$ cat src/rtl/wb_write_arbiter.sv
// Writeback arbiter: two requester FIFOs share one scalar/vector register-file write port.
// Define WBARB_RR_EN for round-robin arbitration; otherwise req0 has fixed priority.

module wb_arb_fifo #(
    parameter int PW    = 8,
    parameter int DEPTH = 2,
    parameter int CW    = $clog2(DEPTH) + 1
) (
    input  logic          clock,
    input  logic          reset,
    input  logic          push,
    input  logic          pop,
    input  logic [PW-1:0] din,
    output logic [PW-1:0] head,
    output logic [CW-1:0] count
);
    localparam int AW = $clog2(DEPTH);

    logic [DEPTH-1:0][PW-1:0] mem;
    logic [AW-1:0]            rd_ptr;
    logic [AW-1:0]            wr_ptr;

    always_ff @(posedge clock) begin
        if (push)
            mem[wr_ptr] <= din;
    end

    // Power-of-two depth lets the pointers wrap naturally.
    always_ff @(posedge clock) begin
        if (!reset) begin
            rd_ptr <= '0;
            wr_ptr <= '0;
            count  <= '0;
        end else begin
            if (push)
                wr_ptr <= wr_ptr + AW'(1);
            if (pop)
                rd_ptr <= rd_ptr + AW'(1);
            case ({push, pop})
                2'b10:   count <= count + CW'(1);
                2'b01:   count <= count - CW'(1);
                default: count <= count;
            endcase
        end
    end

    assign head = mem[rd_ptr];
endmodule

module wb_write_arbiter #(
    parameter int WIDTH        = 24,
    parameter int ADDRESSWIDTH = 4,
    parameter int VECTOR_WIDTH = 8,
    parameter int FIFO_DEPTH   = 2
) (
    input  logic                                 clock,
    input  logic                                 reset,
    input  logic                                 reqValid0,
    input  logic                                 reqValid1,
    output logic                                 reqReady0,
    output logic                                 reqReady1,
    input  logic [ADDRESSWIDTH-1:0]              reqAddress0,
    input  logic [ADDRESSWIDTH-1:0]              reqAddress1,
    input  logic [WIDTH-1:0]                     reqData0,
    input  logic [WIDTH-1:0]                     reqData1,
    input  logic [VECTOR_WIDTH-1:0][WIDTH-1:0]   reqData_v0,
    input  logic [VECTOR_WIDTH-1:0][WIDTH-1:0]   reqData_v1,
    input  logic                                 reqIsvector0,
    input  logic                                 reqIsvector1,
    input  logic                                 reqVectEsc0,
    input  logic                                 reqVectEsc1,
    input  logic [2:0]                           reqIndex0,
    input  logic [2:0]                           reqIndex1,
    output logic                                 writeEnable,
    output logic [ADDRESSWIDTH-1:0]              writeAddress,
    output logic [WIDTH-1:0]                     dataToSave,
    output logic [VECTOR_WIDTH-1:0][WIDTH-1:0]   dataToSave_v,
    output logic                                 isvector_A,
    output logic                                 vect_esc_A,
    output logic [2:0]                           index_A,
    output logic                                 grant,
    output logic [$clog2(FIFO_DEPTH):0]          count0,
    output logic [$clog2(FIFO_DEPTH):0]          count1,
    output logic                                 idle
);
    localparam int CW = $clog2(FIFO_DEPTH) + 1;

    typedef struct packed {
        logic [ADDRESSWIDTH-1:0]            addr;
        logic [WIDTH-1:0]                   data;
        logic [VECTOR_WIDTH-1:0][WIDTH-1:0] data_v;
        logic                               isvector;
        logic                               vect_esc;
        logic [2:0]                         index;
    } wb_req_t;

    wb_req_t [1:0]        req_in;
    wb_req_t [1:0]        head;
    wb_req_t              win;
    logic    [1:0]        valid;
    logic    [1:0]        ready;
    logic    [1:0]        push;
    logic    [1:0]        pop;
    logic    [1:0]        nonempty;
    logic    [1:0][CW-1:0] count;
    logic                 any;
    logic                 winner;

    always_comb begin
        req_in[0] = '{reqAddress0, reqData0, reqData_v0, reqIsvector0, reqVectEsc0, reqIndex0};
        req_in[1] = '{reqAddress1, reqData1, reqData_v1, reqIsvector1, reqVectEsc1, reqIndex1};
    end

    assign valid = {reqValid1, reqValid0};

    for (genvar g = 0; g < 2; g++) begin : g_req
        // Ready depends only on registered occupancy, so a same-cycle pop never re-opens it.
        assign ready[g]    = (count[g] != CW'(FIFO_DEPTH)) && reset;
        assign push[g]     = valid[g] && ready[g];
        assign pop[g]      = any && (winner == 1'(g));
        assign nonempty[g] = (count[g] != '0);

        wb_arb_fifo #(
            .PW    ($bits(wb_req_t)),
            .DEPTH (FIFO_DEPTH),
            .CW    (CW)
        ) u_fifo (
            .clock (clock),
            .reset (reset),
            .push  (push[g]),
            .pop   (pop[g]),
            .din   (req_in[g]),
            .head  (head[g]),
            .count (count[g])
        );
    end

    assign any = |nonempty;

`ifdef WBARB_RR_EN
    logic rr_ptr;

    always_comb begin
        winner = nonempty[1];
        if (&nonempty)
            winner = rr_ptr;
    end

    // Pointer only moves on contention, handing the next tie to the loser.
    always_ff @(posedge clock) begin
        if (!reset)
            rr_ptr <= 1'b0;
        else if (&nonempty)
            rr_ptr <= ~winner;
    end
`else
    assign winner = ~nonempty[0];
`endif

    assign win = head[winner];

    always_ff @(posedge clock) begin
        if (!reset) begin
            writeEnable  <= 1'b0;
            writeAddress <= '0;
            dataToSave   <= '0;
            dataToSave_v <= '0;
            isvector_A   <= 1'b0;
            vect_esc_A   <= 1'b0;
            index_A      <= '0;
            grant        <= 1'b0;
        end else begin
            writeEnable <= any;
            if (any) begin
                writeAddress <= win.addr;
                dataToSave   <= win.data;
                dataToSave_v <= win.data_v;
                isvector_A   <= win.isvector;
                vect_esc_A   <= win.vect_esc;
                index_A      <= win.index;
                grant        <= winner;
            end
        end
    end

    assign reqReady0 = ready[0];
    assign reqReady1 = ready[1];
    assign count0    = count[0];
    assign count1    = count[1];
    assign idle      = !reset || (!nonempty[0] && !nonempty[1] && !writeEnable);
endmodule

$ cat config.mk
export PLATFORM = sky130hd
export DESIGN_NAME = wb_write_arbiter
export DESIGN_NICKNAME = d
export VERILOG_FILES = /design/src/rtl/wb_write_arbiter.sv
export SDC_FILE = /design/constraint.sdc
export NUM_CORES = 1
export LEC_CHECK = 0
export CAP_MARGIN = 0
export CORE_ASPECT_RATIO = 1.2
export CORE_MARGIN = 4
export CORE_UTILIZATION = 45
export DETAILED_ROUTE_END_ITERATION = 12
export PLACE_DENSITY = 0.73
export SLEW_MARGIN = 25
export SYNTH_ARGS = -nofsm -noshare
export SYNTH_HDL_FRONTEND = slang
export SYNTH_HIERARCHICAL = 1
export SYNTH_SLANG_ARGS = --single-unit
$ cat constraint.sdc
create_clock -name clock -period 23.6 [get_ports clock]
set_clock_uncertainty 0.05 [all_clocks]
set_input_delay 2.36 -clock clock [delete_from_list [all_inputs] [get_ports clock]]
set_output_delay 2.36 -clock clock [all_outputs]
set_load 0.1 [all_outputs]
==> After elaboration in Yosys (flattened, before gate mapping) <==
Index checks and enable logic that the tools add are counted.
Widths: inputs -> output; s select.
{ "word_totals": {"register_bits": 1135, "output_inout_bits": 234, "word_cells": 81} }
{ "classes": {"addsub": 8, "magnitude_cmp": 7, "n_eq_ne": 6, "muxes": 14, "bitwise": 1, "n_reduce_logical": 20} }
{ "op_table": {"columns": ["operator", "n"], "rows": [
  ["$mux 225", 8],
  ["$bwmux 450", 2],
  ["$demux 225 s1", 2],
  ["$logic_and 1x1->1", 10],
  ["$lt 1x2->1 const B", 5],
  ["$pmux 2 s2", 2],
  ["$reduce_bool 2->1", 4],
  ["$add 1x1->1 const B", 4],
  ["$add 2x1->2 const B", 2],
  ["$eq 2x1->1 const B", 2],
  ["$eq 2x2->1 const B", 2],
  ["$logic_not 1->1", 4],
  ["$ne 2x2->1 const B", 2],
  ["$sub 2x1->2 const B", 2],
  ["$ge 1x1->1 const B", 2],
  ["$reduce_or 2->1", 1],
  ["$logic_or 1x1->1", 1],
  ["$not 1->1", 1]
]} }

==> Logic depth before layout (Yosys ltp) <==
{ "logic_depth": {"ltp_word": 5, "depth_mapped": 10, "ltp_nobuf": 7} }

==> Hierarchy <==
Netlist, hierarchy kept.
{ "by_module_without_submodules": {"columns": ["mod", "n_inst", "cells_per_inst", "area_each_um2"], "rows": [
  ["wb_arb_fifo", 2, 718, 16981.3],
  ["wb_write_arbiter", 1, 1342, 12896.1]
]} }

==> Least setup slack after synthesis <==
Ideal clock, no wire load.
{ "synth_path": {"path_kind": "in2reg", "start": "input port reset", "end": "register g_req[0].u_fifo.wr_ptr", "t_arrival_ns": 13.172, "path_slack_ns": 10.275, "path_stages": 6, "path_buffers": 2, "cell_sequence": "buf_2 > clkbuf_1 > and3_1 > inv_1 > nor2_1 > o21a_1"} }
{ "synth_via": {"elab_chain_len": 2} }
{ "synth_lines": {"columns": ["element", "line_no", "source"], "rows": [
  ["start: declaration", "57", "input logic reset,"],
  ["$logic_and 1x1->1", "118", "assign ready[g] = (count[g] != CW'(FIFO_DEPTH)) && reset;"],
  ["$logic_and 1x1->1", "119", "assign push[g] = valid[g] && ready[g];"],
  ["net push[0]", "102", "logic [1:0] push;"],
  ["end signal: assignment", "36", "wr_ptr <= wr_ptr + AW'(1);"],
  ["end: declaration", "21", "logic [AW-1:0] wr_ptr;"]
]} }
The timed path passes the listed nets, and every way through them passes these cells.
A chain may end at the register's enable or synchronous reset.

==> Worst setup path in the final report <==
{ "layout_path": {"start": "input port reset", "end": "output port reqReady1"} }
{ "layout_via": {"elab_chain_len": 1} }
{ "layout_lines": {"columns": ["element", "line_no", "source"], "rows": [
  ["$logic_and 1x1->1", "118", null],
  ["end: declaration", "61", "output logic reqReady1,"]
]} }
Every way passes these cells.

==> summary.md <==
| Metric | Value |
|---|---|
| Status | completed |
| Post-synth top area cell | edfxtp_1 |
| Synth async-reset ratio | 0% |
| Slew @ Worst Pin | 1310 ps |
| Layout fillers | 8098 |
| Crit path DAT | 4280 ps |
| DRC marker count from the first detailed-route iteration | 1839 |
| Synth warn | 6 |
| Tmin final | 6690 ps |
| Syn Area/Cell | 16.9 sq um |
| Clock buffer count from CTS | 111 |
| Top cell family by delay on the critical path | buffers and inverters |
| Synth cell types | 31 |
| Final instance area | 58500 sq um |
| Crit end category | output pin |
| Nets | 3828 |
| Reg2Reg Depth | 6 |
| GRT Total Usage | 22.0% |
| R2r setup slk | 19540 ps |
| EDFF count, synth | 900 |
| Syn nets | 3234 |
| Row cnt | 129 |
| Reg2reg start | g_req[1].u_fifo/count[0] |
| Number of port buffers | 687 |
| I/O pin total | 688 |
| Most frequent cells in the layout | 900 x edfxtp_1, 671 x clkdlybuf4s50_1, 280 x mux2_4 |
| Power per cell area | 126 nW/um^2 |
| Post-CTS sizing | 0 |
| GP Congestion | 0.788 |
| Hold EP | grant |
| Leakage | 21.2 nW |
| Layout cells sized above 1 | 20.1% |
| Max stage delay on crit path | 1130 ps |
| DIE WIDTH | 303 um |
| Predominant post-synthesis flop cell | edfxtp_1 |
| Mapped Cells | 2778 |
| Clock buffer depth | 3 |
| Clk root buf | clkbuf_16 |
| Synth Register Bits | 1135 |
| Setup Buffers After CTS | 0 |
| Clk_lat worst skew | 690 ps |
| Setup repair after global routing missed its margin | false |
| Hold crit path type | reg -> reg |
| Clk slew on worst S/H paths | 60 ps |
| RR Endpoint | g_req[1].u_fifo/mem[168] |
| Post-Syn Area | 46900 sq um |
| Post-place instance area | 54500 sq um |
| Critical path required time | 21190 ps |
| Die Y-Extent | 361 um |
| Commonest non-fill, non-tap cell in the layout | edfxtp_1 |
| Syn-to-layout area delta | 24.8% |
| Slew Viols, Final | 0 |
| Die Footprint | 109000 sq um |
| # setup viols final | 0 |
| Final wirelength | 126 mm |
| Period Utilization, post-route | 28.3% |
| Initial antenna violation count | 50 |
| Setup TNS | 0 ps |
| Achievable frequency | 150 MHz |
| CP Max Fanout | 96 |
| Number of detailed-route iterations in the first pass | 5 |
| DP HPWL | 77.0 mm |
| Via density | 5.63 |
| Crit-path slowest cell | clkdlybuf4s50_1 |
| VDD IR-drop max | 0.106 mV |
| Total number of vias | 27.5k |
| Antenna viol nets, final | 0 |
| Top cell type's share of synthesized area | 57.7% |
| Final core utilization | 56.6% |
| Worst hold stages | 1 |
| Fraction of the yosys area taken by sequential cells | 67.7% |
| Slew headroom | 12.7% |
| First-pass GRT wire length | 181 mm |
| Largest net degree at the start of global routing | 197 |
| Crit-path cells | buf_8 > and2_1 > clkdlybuf4s50_1 |
| Initial Util | 45.4% |
| Vias in the first global route | 27.9k |
| CTS sink count | 1135 |
| Max Cap Violations | 0 |
| Core footprint | 103000 sq um |
| Bufs and invs on worst path | 2 |
| Setup CP Type | in -> out |
| DRC Markers | 0 |
| Maximum level of the CTS H-tree | 3 |
| Hold Path Origin | grant |
| Cts hold-fix bufs | 0 |
| Drt wl/cell | 25.7 um |
| Hold Violations, Final | 0 |
| Dominant cells by area after synthesis | edfxtp_1 58%, dfxtp_1 10%, mux2_4 9.0% |
| Startpoint Class | primary input |
| GRT overflow | 0 |
| CTS tree | built |
[flip-flops by register name, indices dropped and copies added, names as in the netlist]
name,cells
g_req.u_fifo/rd_ptr,2
g_req.u_fifo/wr_ptr,2
writeEnable,1
isvector_A,1
writeAddress,4
vect_esc_A,1
dataToSave,24
g_req.u_fifo/count,4
g_req.u_fifo/mem,900
index_A,3
grant,1
dataToSave_v,192
[metrics by stage]
step	cells	hold WS (ps)	worst slack, ps	total power [mW]
3_5_place_dp	4631	465	16870	5.59
5_1_grt	4878	502	16870	7.64
3_3_place_gp	4627	441	16890	5.55
6_report	4883	495	16910	7.37
4_1_cts	4841	483	16880	7.42
2_1_floorplan	2778	508	10280	4.90
[cell type report]
cell class | count | area, sq um | share of cell area [%]
Multi-Input combinational cell | 1389 | 13700 | 23.5
Tap cell | 1375 | 1720 | 2.94
Timing Repair Buffer | 732 | 7350 | 12.6
Antenna cell | 39 | 97.6 | 0.167
Clock buffer | 152 | 3160 | 5.40
Sequential cell | 1135 | 31800 | 54.3
Inverter | 3 | 18.8 | 0.0321
Clock inverter | 58 | 658 | 1.13
[where the power goes]
group	internal [mW]	switching, mW	leakage [nW]
clock network	1.07	0.752	1.86
registers	2.43	0.158	10.2
logic	1.03	1.93	9.10
[synth_stat cells, types with 4 or more instances]
master,number
and2_1,8
mux2_2,170
nor3b_1,225
o21bai_1,225
o21a_1,227
buf_6,41
nor2_1,4
buf_1,14
mux2_4,280
buf_4,4
edfxtp_1,900
clkbuf_1,81
buf_2,111
o311a_1,225
dfxtp_1,235
xnor2_1,4
[cell families after synthesis]
kind of cell | count (synthesis) | synth area share (%)
AO/OA/AOI/OAI | 684 | 12.2
XOR/XNOR | 6 | 0.112
flip-flops | 1135 | 67.7
adder cells (fa/ha/maj) | 2 | 0.0534
buffers and inverters | 254 | 3.02
multiplexers | 450 | 13.1
AND/OR/NAND/NOR | 247 | 3.88
[worst reg2reg max path, stage by stage, from the launching register on]
cell,delay [ps]
dfxtp_4,740
nand2b_1,220
and3_1,250
inv_1,120
nor2_4,660
buf_4,670
buf_4,850
[metal layers]
layer	vias to the layer above	track usage, %	part of all wire, %
met5	-	0	0.11
met4	20	10.3	4.1
met3	248	4.52	6.4
met2	922	37.3	50
met1	14058	26.9	39
li1	12236	-	-
[worst max path at each step]
stage / start / to / slack (ps) / depth (start not counted)
after detailed placement: reset / reqReady1 / 16870 / 3
after global placement: reset / reqReady1 / 16890 / 3
final: reset / reqReady1 / 16910 / 3
after CTS: reset / reqReady1 / 16880 / 3
after floorplan: reset / g_req[0].u_fifo/wr_ptr / 10280 / 6
after global routing: reset / reqReady0 / 16870 / 3
Power figures use the tool's default switching activity.
==> patch: new RTL, same flow settings <==
Build with the macro `WBARB_RR_EN` defined.
--- a/src/rtl/wb_write_arbiter.sv
+++ b/src/rtl/wb_write_arbiter.sv
@@ -1,5 +1,7 @@
 // Writeback arbiter: two requester FIFOs share one scalar/vector register-file write port.
 // Define WBARB_RR_EN for round-robin arbitration; otherwise req0 has fixed priority.
+
+`define WBARB_RR_EN
 
 module wb_arb_fifo #(
     parameter int PW    = 8,
Check against the original RTL: not settled (the Yosys comparison gave no result); the edit may change what the design does.
==> patch against the original RTL <==
Final area down 3.4%. Largest cell class unchanged. Largest power group unchanged. Sequential cell count up 1. Area after synthesis down 4.0%. Total power down 4.3%. Via count down 5.1%. Sequential share of layout area up 1.9 points. Critical path type unchanged. Synthesized cell count down 8.8%. Routed wire length down 4.1%. Critical path depth up 1. Global-route usage down 0.056 points. Sequential power about the same. Combinational power down 7.8%. Worst setup slack worse by 0.26 ns.
==> patch: results (changes against the original RTL) <==
[logic_synthesis]
syn_nets=2990  ; -7.5%
synthXorXnorAreaFrac=0.001363  ; +0.0002417
synthAdderAreaFrac=0.0005564  ; +0.00002236
ys_seq_area_frac=0.7059  ; +0.02880
synth_compound_area_frac=0.05191  ; -0.06974
synth_commonest_cells=edfxtp_1 (900), mux2_4 (280), dfxtp_1 (236)
muxShareOfSynthArea=0.1360  ; +0.005467
yosysUniqueCellTypes=29  ; -6.5%

[run_status]
outcome=finished clean

[critical_path]
worst-r2r-setup-slack_ns=19.83  ; +0.29 ns
critical-path-max-stage-delay_ns=1.17  ; +0.04 ns
critical_path_arrival_ns=4.54  ; +0.26 ns
worstReg2RegStart=g_req[0].u_fifo/rd_ptr$_SDFFE_PN0P_

[clock_tree]
cts_buffers=109  ; -1.8%

[global_route]
grt_pass1_wl_um=172100  ; -5.0%
grtUsageTotal=0.2191  ; -0.0005605
grt_max_degree=218  ; +11%

[cells_and_area]
fillers=7516  ; -7.2%
drive_gt1_frac=0.2110  ; +0.01004
nNetsFinal=3606  ; -5.8%

[pwr]
leakagePower_nw=20.44  ; -3.4%
pg_comb_mw=2.73  ; -7.8%
seqPwrFrac=0.366  ; +0.015
ir_drop_v=0.0001102  ; +3.8%

[routing]
vias=26090  ; -5.1%
firstDrtPassIters=7  ; +2
drtIter0Drc=1780  ; -3.2%
wire_per_inst_um=26.26  ; +2.2%

[placed_design]
dp_slack_ns=16.64  ; -0.2328 ns
place_congestion=0.7641  ; -3.0%

[min_path]
min_from=grant$_SDFFE_PN0N_

==> patch: tightest hold or removal path: stages, from the launching register on <==
cell	delay, ns
dfxtp_1	0.31
nand2_1	0.05
a21oi_1	0.06
==> patch: how the worst max path moves through the flow <==
| stage | slack (ns) | cells past startpoint | endpoint | startpoint |
|---|---|---|---|---|
| 2_1_floorplan | 9.00 | 6 | g_req[0].u_fifo/wr_ptr$_SDFFE_PN0P_ | reset |
| 3_3_place_gp | 16.62 | 4 | reqReady1 | reset |
| 3_5_place_dp | 16.64 | 4 | reqReady0 | reset |
| 4_1_cts | 16.62 | 4 | reqReady0 | reset |
| 5_1_grt | 16.52 | 4 | reqReady0 | reset |
| 6_report | 16.65 | 4 | reqReady0 | reset |
==> patch: area by class of cell <==
cell class	instances	area share
Clock buffer	149	0.05326
Tap cell	1280	0.02836
Antenna cell	55	0.002437
Timing Repair Buffer	728	0.1280
Clock inverter	59	0.01121
Multi-Input combinational cell	1169	0.2140
Sequential cell	1136	0.5623
Inverter	6	0.0003988
==> patch: stage by stage <==
step / hold WS [ns] / cell area (sq um) / power, mW / std cells
6_report: 0.4256 / 56480 / 7.050 / 4582
5_1_grt: 0.4488 / 56450 / 7.300 / 4571
4_1_cts: 0.4278 / 56290 / 7.088 / 4525
3_5_place_dp: 0.4128 / 52650 / 5.343 / 4317
3_3_place_gp: 0.4074 / 52660 / 5.312 / 4317
2_1_floorplan: 0.4419 / 44980 / 4.610 / 2534
==> patch: routing by layer <==
metal  vias to the layer above  wire length (um)  track usage  part of all wire
met5                         -               207            0            0.0017
met4                        30              4863       0.1113             0.040
met3                       256              9481      0.05907             0.079
met2                       990             61120       0.3720              0.51
met1                     13200             44640       0.2550              0.37
li1                      11610                 -            -                 -
